`config.mk`:
```
export PLATFORM = sky130hd
export DESIGN_NAME = muldiv_unit
export DESIGN_NICKNAME = d
export VERILOG_FILES = /design/src/rtl/muldiv_unit.sv
export SDC_FILE = /design/constraint.sdc
export NUM_CORES = 1
export LEC_CHECK = 0
export BUFFER_PORTS_ARGS = -buffer_cell sky130_fd_sc_hd__buf_2
export CELL_PAD_IN_SITES_DETAIL_PLACEMENT = 1
export CELL_PAD_IN_SITES_GLOBAL_PLACEMENT = 1
export CORE_MARGIN = 3
export CORE_UTILIZATION = 46
export CTS_CLUSTER_SIZE = 28
export DETAILED_ROUTE_END_ITERATION = 7
export PLACE_DENSITY = 0.79
export SLEW_MARGIN = 20
export SYNTH_ARGS = -nofsm -noshare
export SYNTH_HDL_FRONTEND = slang
export SYNTH_SLANG_ARGS = --single-unit
```
`constraint.sdc`:
```
create_clock -name clk -period 6.84 [get_ports clk]
set_clock_uncertainty 0.2 [all_clocks]
set_input_delay 1.368 -clock clk [delete_from_list [all_inputs] [get_ports clk]]
set_output_delay 1.368 -clock clk [all_outputs]
set_load 0.005 [all_outputs]
```
`src/rtl/muldiv_unit.sv`:
```
// rtl/muldiv_unit.sv - iterative 32-cycle RV32M multiply/divide unit with hart and rd tagging.
module muldiv_unit #(
    parameter int XLEN       = 32,
    parameter int REG_ADDR_W = 5,
    parameter int HART_ID_W  = 1
) (
    input  logic                  clk,
    input  logic                  rst_n,
    input  logic                  muldiv_start,
    input  logic [2:0]            muldiv_op,
    input  logic [XLEN-1:0]       muldiv_a,
    input  logic [XLEN-1:0]       muldiv_b,
    input  logic [HART_ID_W-1:0]  muldiv_hart_id,
    input  logic [REG_ADDR_W-1:0] muldiv_rd,
    output logic                  muldiv_busy,
    output logic                  muldiv_done,
    output logic [XLEN-1:0]       muldiv_result,
    output logic [HART_ID_W-1:0]  muldiv_done_hart_id,
    output logic [REG_ADDR_W-1:0] muldiv_done_rd
);

    localparam int CNT_W = $clog2(XLEN);
    localparam logic [CNT_W-1:0] CNT_LAST = CNT_W'(XLEN - 1);

    localparam logic [1:0] S_IDLE = 2'd0;
    localparam logic [1:0] S_RUN  = 2'd1;
    localparam logic [1:0] S_DONE = 2'd2;

    localparam logic [2:0] OP_MUL    = 3'd0;
    localparam logic [2:0] OP_MULH   = 3'd1;
    localparam logic [2:0] OP_MULHSU = 3'd2;
    localparam logic [2:0] OP_MULHU  = 3'd3;
    localparam logic [2:0] OP_DIV    = 3'd4;
    localparam logic [2:0] OP_DIVU   = 3'd5;
    localparam logic [2:0] OP_REM    = 3'd6;
    localparam logic [2:0] OP_REMU   = 3'd7;

    logic [1:0]            state_q, state_d;
    logic [2:0]            op_q, op_d;
    logic [HART_ID_W-1:0]  hart_q, hart_d;
    logic [REG_ADDR_W-1:0] rd_q, rd_d;
    logic [XLEN-1:0]       hi_q, hi_d;
    logic [XLEN-1:0]       lo_q, lo_d;
    logic [XLEN-1:0]       dsr_q, dsr_d;
    logic [CNT_W-1:0]      cnt_q, cnt_d;
    logic                  a_neg_q, a_neg_d;
    logic                  b_neg_q, b_neg_d;
    logic                  b_zero_q, b_zero_d;
    logic [XLEN-1:0]       result_q, result_d;

    logic                  a_signed, b_signed;
    logic                  a_neg_in, b_neg_in;
    logic [XLEN-1:0]       a_mag, b_mag;

    always_comb begin
        a_signed = 1'b0;
        b_signed = 1'b0;
        case (muldiv_op)
            OP_MULH, OP_DIV, OP_REM: begin
                a_signed = 1'b1;
                b_signed = 1'b1;
            end
            OP_MULHSU: a_signed = 1'b1;
            default:   ;
        endcase
    end

    assign a_neg_in = a_signed & muldiv_a[XLEN-1];
    assign b_neg_in = b_signed & muldiv_b[XLEN-1];
    assign a_mag    = a_neg_in ? -muldiv_a : muldiv_a;
    assign b_mag    = b_neg_in ? -muldiv_b : muldiv_b;

    // Multiply: {hi,lo} holds partial product and remaining multiplier bits, shifted right.
    logic [XLEN:0]   mul_sum;
    logic [XLEN-1:0] mul_hi, mul_lo;

    assign mul_sum = {1'b0, hi_q} + (lo_q[0] ? {1'b0, dsr_q} : {(XLEN+1){1'b0}});
    assign mul_hi  = mul_sum[XLEN:1];
    assign mul_lo  = {mul_sum[0], lo_q[XLEN-1:1]};

    // Divide: hi is the partial remainder, lo shifts the dividend out and quotient bits in.
    logic [XLEN:0]   div_shl;
    logic            div_ge;
    logic [XLEN-1:0] div_diff, div_hi, div_lo;

    assign div_shl  = {hi_q, lo_q[XLEN-1]};
    assign div_ge   = div_shl >= {1'b0, dsr_q};
    assign div_diff = div_shl[XLEN-1:0] - dsr_q;
    assign div_hi   = div_ge ? div_diff : div_shl[XLEN-1:0];
    assign div_lo   = {lo_q[XLEN-2:0], div_ge};

    logic [2*XLEN-1:0] prod, prod_s;
    logic [XLEN-1:0]   quo_s, rem_s;
    logic [XLEN-1:0]   final_res;

    assign prod   = {mul_hi, mul_lo};
    assign prod_s = (a_neg_q ^ b_neg_q) ? -prod : prod;
    // A zero divisor must yield all-ones regardless of dividend sign, so skip quotient negation.
    assign quo_s  = (a_neg_q ^ b_neg_q) && !b_zero_q ? -div_lo : div_lo;
    assign rem_s  = a_neg_q ? -div_hi : div_hi;

    always_comb begin
        final_res = prod_s[XLEN-1:0];
        case (op_q)
            OP_MUL:                       final_res = prod_s[XLEN-1:0];
            OP_MULH, OP_MULHSU, OP_MULHU: final_res = prod_s[2*XLEN-1:XLEN];
            OP_DIV, OP_DIVU:              final_res = quo_s;
            OP_REM, OP_REMU:              final_res = rem_s;
            default:                      final_res = prod_s[XLEN-1:0];
        endcase
    end

    always_comb begin
        state_d  = state_q;
        op_d     = op_q;
        hart_d   = hart_q;
        rd_d     = rd_q;
        hi_d     = hi_q;
        lo_d     = lo_q;
        dsr_d    = dsr_q;
        cnt_d    = cnt_q;
        a_neg_d  = a_neg_q;
        b_neg_d  = b_neg_q;
        b_zero_d = b_zero_q;
        result_d = result_q;
        case (state_q)
            S_IDLE: begin
                if (muldiv_start) begin
                    state_d  = S_RUN;
                    op_d     = muldiv_op;
                    hart_d   = muldiv_hart_id;
                    rd_d     = muldiv_rd;
                    a_neg_d  = a_neg_in;
                    b_neg_d  = b_neg_in;
                    b_zero_d = (muldiv_b == '0);
                    cnt_d    = '0;
                    hi_d     = '0;
                    if (muldiv_op[2]) begin
                        lo_d  = a_mag;
                        dsr_d = b_mag;
                    end else begin
                        lo_d  = b_mag;
                        dsr_d = a_mag;
                    end
                end
            end
            S_RUN: begin
                hi_d  = op_q[2] ? div_hi : mul_hi;
                lo_d  = op_q[2] ? div_lo : mul_lo;
                cnt_d = cnt_q + 1'b1;
                if (cnt_q == CNT_LAST) begin
                    state_d  = S_DONE;
                    result_d = final_res;
                end
            end
            S_DONE:  state_d = S_IDLE;
            default: state_d = S_IDLE;
        endcase
    end

    always_ff @(posedge clk or negedge rst_n) begin
        if (!rst_n) begin
            state_q  <= S_IDLE;
            op_q     <= '0;
            hart_q   <= '0;
            rd_q     <= '0;
            hi_q     <= '0;
            lo_q     <= '0;
            dsr_q    <= '0;
            cnt_q    <= '0;
            a_neg_q  <= 1'b0;
            b_neg_q  <= 1'b0;
            b_zero_q <= 1'b0;
            result_q <= '0;
        end else begin
            state_q  <= state_d;
            op_q     <= op_d;
            hart_q   <= hart_d;
            rd_q     <= rd_d;
            hi_q     <= hi_d;
            lo_q     <= lo_d;
            dsr_q    <= dsr_d;
            cnt_q    <= cnt_d;
            a_neg_q  <= a_neg_d;
            b_neg_q  <= b_neg_d;
            b_zero_q <= b_zero_d;
            result_q <= result_d;
        end
    end

    assign muldiv_busy         = (state_q != S_IDLE);
    assign muldiv_done         = (state_q == S_DONE);
    assign muldiv_result       = result_q;
    assign muldiv_done_hart_id = hart_q;
    assign muldiv_done_rd      = rd_q;

endmodule

```
== Word-level counts from Yosys, hierarchy flattened ==
Cells that the tools add are included.
Word-level totals
  register bits after elaboration: 147
  input bits: 76
  output and inout port bits: 40
  word-level logic and storage cells: 79
Operators by class
  add/subtract/negate cells: 8
  order comparisons: 1
  equal/unequal tests: 16
  muxes and demuxes: 23
  bitwise logic cells: 3
  reductions and logical operators: 16
Operators by type and width (count)
  $mux W32: 12
  $neg A32 Y32: 4
  $pmux W32 S2: 2
  $pmux W32 S4: 1
  $mux W64: 1
  $neg A64 Y64: 1
  $add A32 B32 Y33: 1
  $ge A33 B32 Y1: 1
  $logic_not A32 Y1: 1
  $sub A32 B32 Y32: 1
  $eq A3 B3 Y1 const B: 6
  $pmux W5 S2: 1
  $eq A3 B2 Y1 const B: 3
  $reduce_and A2 Y1: 4
  $eq A3 B1 Y1 const B: 2
  $reduce_or A3 Y1: 2
  $add A5 B1 Y5 const B: 1
  $eq A5 B5 Y1 const B: 1
  $mux W5: 1
  $mux W2: 2
  $ne A2 B2 Y1 const B: 2
  $pmux W2 S2: 1
  $reduce_bool A2 Y1: 2
  $reduce_or A2 Y1: 2
  other kinds (10): 12

== Depth between registers and ports, before layout ==
  depth in word-level cells: 8
  gate-level depth with buffers: 24
  depth with buffers taken out: 19

== Least setup slack after synthesis ==
OpenSTA, ideal clock, no wires.
  kind: flip-flop to flip-flop
  start: register hi_q[25]
  end: register result_q[30] (netlist: muldiv_result[30])
  setup time: 0.095 ns
  arrival: 5.320 ns
  data required time: 6.545 ns
  slack: 1.224 ns
  cell stages (with the launch flop): 23
  buffers on the path: 4
  clock period less this slack: 5.616 ns
  cells stage by stage: dfrtp_1 > ha_1 > buf_6 > a21o_4 > a31o_1 > a211oi_2 > a31oi_2 > or2_4 > buf_6 > inv_2 > clkbuf_1 > clkbuf_1 > mux2i_1 > ha_1 > nand3_1 > or3_1 > nor3_1 > a31oi_1 > or3_4 > or4_4 > o41ai_4 > xnor2_1 > o31ai_1
On the way
  longest elaborated chain between the ends: 5
  elaborated cells on any way between the ends: 11
  those cells by class: 5 x add/sub; 1 x order compare; 5 x mux
Ends and longest elaborated chain
  start: declaration: line 42  | logic [XLEN-1:0] hi_q, hi_d;
  start signal: assignment: line 180  | hi_q <= hi_d;
  $sub A32 B32 Y32 or $ge A33 B32 Y1 (tied branches): line 88, 87
  $mux W32: line 89  | assign div_hi = div_ge ? div_diff : div_shl[XLEN-1:0];
  $neg A32 Y32: line 100  | assign rem_s = a_neg_q ? -div_hi : div_hi;
  $mux W32: line 100
  $pmux W32 S4 (*): line 104  | case (op_q)
  end signal: assignment: line 187  | result_q <= result_d;
  end: declaration: line 49  | logic [XLEN-1:0] result_q, result_d;
Every way passes the cells marked *; elsewhere a longest branch is shown, timed or not.
A chain may end at the register's enable or synchronous reset.

== Final worst setup path ==
  start: register hi_q[5]
  end: register result_q[28] (netlist: muldiv_result[28])
Same word-level chain as after synthesis.

==> flow_metrics.tcl <==
set metrics [dict create \
    crit_fanout 7 \
    synth_cells 2347 \
    finalSetupViolations 0 \
    die_y_um 199 \
    min_period_ns 5.84 \
    regToRegSetupSlack_ns 1.00 \
    wire_per_inst_um 26.7 \
    crit_type "flip-flop to flip-flop" \
    setup_tns_ns 0 \
    avgSynthCellArea_um2 7.29 \
    min_to "muldiv_result[19]" \
    grt_pass1_vias 18564 \
    cts_setup_buffers 0 \
    grt_usage 0.375 \
    place_inst 2775 \
    cap_violations 0 \
    crit_family "simple AND/OR/NAND/NOR gates" \
    place.gp.congestion 0.991 \
    hold_start "muldiv_result[19]" \
    ys_seq_area_frac 0.215 \
    drive_above_1_share 0.102 \
    fin_nets 2482 \
    final_core_util 0.508 \
    yosys_warnings 0 \
    end_kind "flip-flop" \
    timing.rr.start "hi_q[5]" \
    numCtsBuffers 17 \
    hold_path_class "flip-flop to flip-flop" \
    max-slew-margin-rel 0.263 \
    syn_to_final_growth_pct 7.22 \
    top_layer "met5" \
    slew_violations 0 \
    cts_root_buffer "clkbuf_16" \
    remaining_drc_errors 0 \
    synthFlopType "dfrtp_1" \
    arrival_ns 5.98 \
    met2WireLength_um 34600 \
    syn_nets 2496 \
    drt-met1-wl_um 30000 \
    synthDistinctLibCells 98 \
    reg2regPathDepth 18 \
    hold_viol 0 \
    ant_nets 0 \
    h-tree-depth 4 \
    worstMarginPinSlew_ns 1.10 \
    grt.overflow.total 0 \
    firstDrtPassIters 5 \
    clock_latency_ns 0.47 \
    drt_wl_total_um 75000 \
    synth_seq_cells 147 \
    start_kind "flip-flop" \
    cts_tree "done" \
    rsz0062_at_grt "no" \
    core_area_um2 36100 \
    clock_path_buffers 2 \
    drtIter0Drc 1548 \
    io_pins 116 \
    grt_max_degree 103 \
    fin_crit_sh 0.853 \
    fmax_mhz 171 \
    postPlaceCellArea_um2 17700 \
    r2r-end "muldiv_result[28]" \
    fin_area_um2 18300 \
    hold_depth 2 \
    die_area_um2 39500 \
    vias_per_cell 6.66 \
    timing.critical_path.cells "ha_1, a21oi_1, o21ai_1, a21oi_1, o211ai_2, or2_4, inv_2, mux2i_1, ha_1, nand3_1, or3_1, nor3_1, a31oi_1, or3_4, nor4_1, o211a_1, mux2i_1, a31oi_1" \
    synth-async-reset-ratio 1.00 \
    cts.clk_slew.worst_paths_ns 0.08 \
    synth_area_um2 17100 \
    status "finished clean" \
    cp_slowest_cell "nor4_1" \
    dp_hpwl_um 58500 \
    initial_utilization 0.474 \
    final_cells 2808 \
    required_ns 6.98 \
    synth_enable_flop_cells 0 \
    routed-via-count 18690 \
    max_stage_delay_ns 0.56 \
    hold_buffers 0 \
    cts_resized 0 \
    cp_num_buf_inv 1 \
    antenna_found_initial 3 \
    clock-sinks 147 \
    numPortBuffers 115 \
    grt_pass1_wl_um 113000 \
    die_w_um 199 \
    wl_met3_um 5030 \
    rows 69 \
]
-- cell usage after synthesis (7+ instances only) --
| master | instances | area, um^2 |
|---|---|---|
| a21oi_1 | 187 | 936 |
| a41oi_1 | 7 | 61.3 |
| xnor2_1 | 118 | 1030 |
| a221oi_1 | 10 | 87.6 |
| clkbuf_1 | 133 | 499 |
| nor2b_1 | 8 | 50.1 |
| dfrtp_1 | 147 | 3680 |
| nand2b_1 | 18 | 113 |
| nand3_1 | 74 | 370 |
| or4_1 | 10 | 75.1 |
| o211a_1 | 11 | 110 |
| o21ai_0 | 191 | 956 |
| o21ai_1 | 8 | 40.0 |
| a21o_1 | 30 | 225 |
| nor2_1 | 261 | 980 |
| a31oi_1 | 36 | 225 |
| inv_1 | 64 | 240 |
| ha_1 | 71 | 888 |
| o41ai_1 | 13 | 114 |
| mux2_2 | 8 | 90.1 |
| o31ai_1 | 30 | 225 |
| xor2_1 | 86 | 753 |
| nor3b_1 | 11 | 82.6 |
| and2_1 | 25 | 156 |
| or3_1 | 24 | 150 |
| or2_2 | 7 | 43.8 |
| nand4_1 | 28 | 175 |
| nor4_1 | 21 | 131 |
| o211ai_1 | 29 | 218 |
| o21bai_1 | 8 | 60.1 |
| clkbuf_8 | 7 | 96.3 |
| o21a_1 | 18 | 135 |
| buf_2 | 17 | 85.1 |
| a211oi_1 | 89 | 668 |
| mux2i_1 | 69 | 691 |
| and3_1 | 9 | 56.3 |
| buf_1 | 14 | 52.6 |
| nor3_1 | 62 | 310 |
| nand2_1 | 246 | 923 |
| o22ai_1 | 22 | 138 |
-- final cells by class --
type / count / area, um^2
Inverter: 67 / 251
Fill cell: 4684 / 17800
Antenna cell: 1 / 2.50
Sequential cell: 147 / 3680
Timing Repair Buffer: 144 / 800
Tap cell: 461 / 577
Clock inverter: 14 / 160
Clock buffer: 18 / 439
Multi-Input combinational cell: 1956 / 12400
-- registers in the layout, summed over array words and instances (netlist names) --
register and count:
muldiv_done_hart_id 1, lo_q 32, b_zero_q 1, b_neg_q 1
op_q 3, state_q 2, hi_q 32, cnt_q 5
muldiv_done_rd 5, dsr_q 32, muldiv_result 32, a_neg_q 1
-- worst max path at each step --
stage / from / end / slack (ns) / cells past startpoint
2_1_floorplan: hi_q[25] / muldiv_result[30] / 1.22 / 22
3_3_place_gp: hi_q[5] / muldiv_result[30] / 1.32 / 18
3_5_place_dp: hi_q[5] / muldiv_result[30] / 1.21 / 18
4_1_cts: hi_q[5] / muldiv_result[30] / 1.18 / 18
5_1_grt: hi_q[15] / muldiv_result[28] / 0.83 / 18
6_report: hi_q[5] / muldiv_result[28] / 1.00 / 18
-- cells by family after synthesis --
logic type	share of synthesized area
AND/OR/NAND/NOR	0.230
AO/OA/AOI/OAI	0.288
buffers and inverters	0.0613
XOR/XNOR	0.104
flip-flops	0.215
multiplexers	0.0465
adder cells (fa/ha/maj)	0.0543
-- stage by stage --
| step | setup slack (ns) | hold WS, ns |
|---|---|---|
| after floorplan | 1.22 | 0.249 |
| final | 1.00 | 0.275 |
| after global placement | 1.32 | 0.256 |
| after CTS | 1.18 | 0.280 |
| after global routing | 0.826 | 0.298 |
| after detailed placement | 1.21 | 0.261 |
-- worst min-delay path: stages (launching register included) --
cell and delay (ns):
dfrtp_1 0.34, nand2_1 0.05, o21ai_0 0.06
-- cell usage in the layout (no fill, tap or decap), types with 29 or more instances in the layout --
cell type	Yosys	layout
o31ai_1	30	30
a31oi_1	36	36
a21o_1	30	30
dfrtp_1	147	146
xnor2_1	118	117
ha_1	71	71
o211ai_1	29	29
xor2_1	86	85
o21ai_0	191	191
nand2_1	246	245
nand3_1	74	74
buf_2	17	114
a21oi_1	187	187
inv_1	64	64
a211oi_1	89	88
nor3_1	62	62
mux2i_1	69	69
nor2_1	261	261
buf_4	0	29
-- metal layers --
| layer | vias to the layer above | global-route usage |
|---|---|---|
| met3 | 234 | 0.0576 |
| met4 | 4 | 0.233 |
| met5 | - | 0 |
| li1 | 8496 | - |
| met1 | 9215 | 0.460 |
| met2 | 741 | 0.617 |
Power is not shown: default switching activity piles up to over one toggle a cycle in this logic, so the estimate is an artifact.
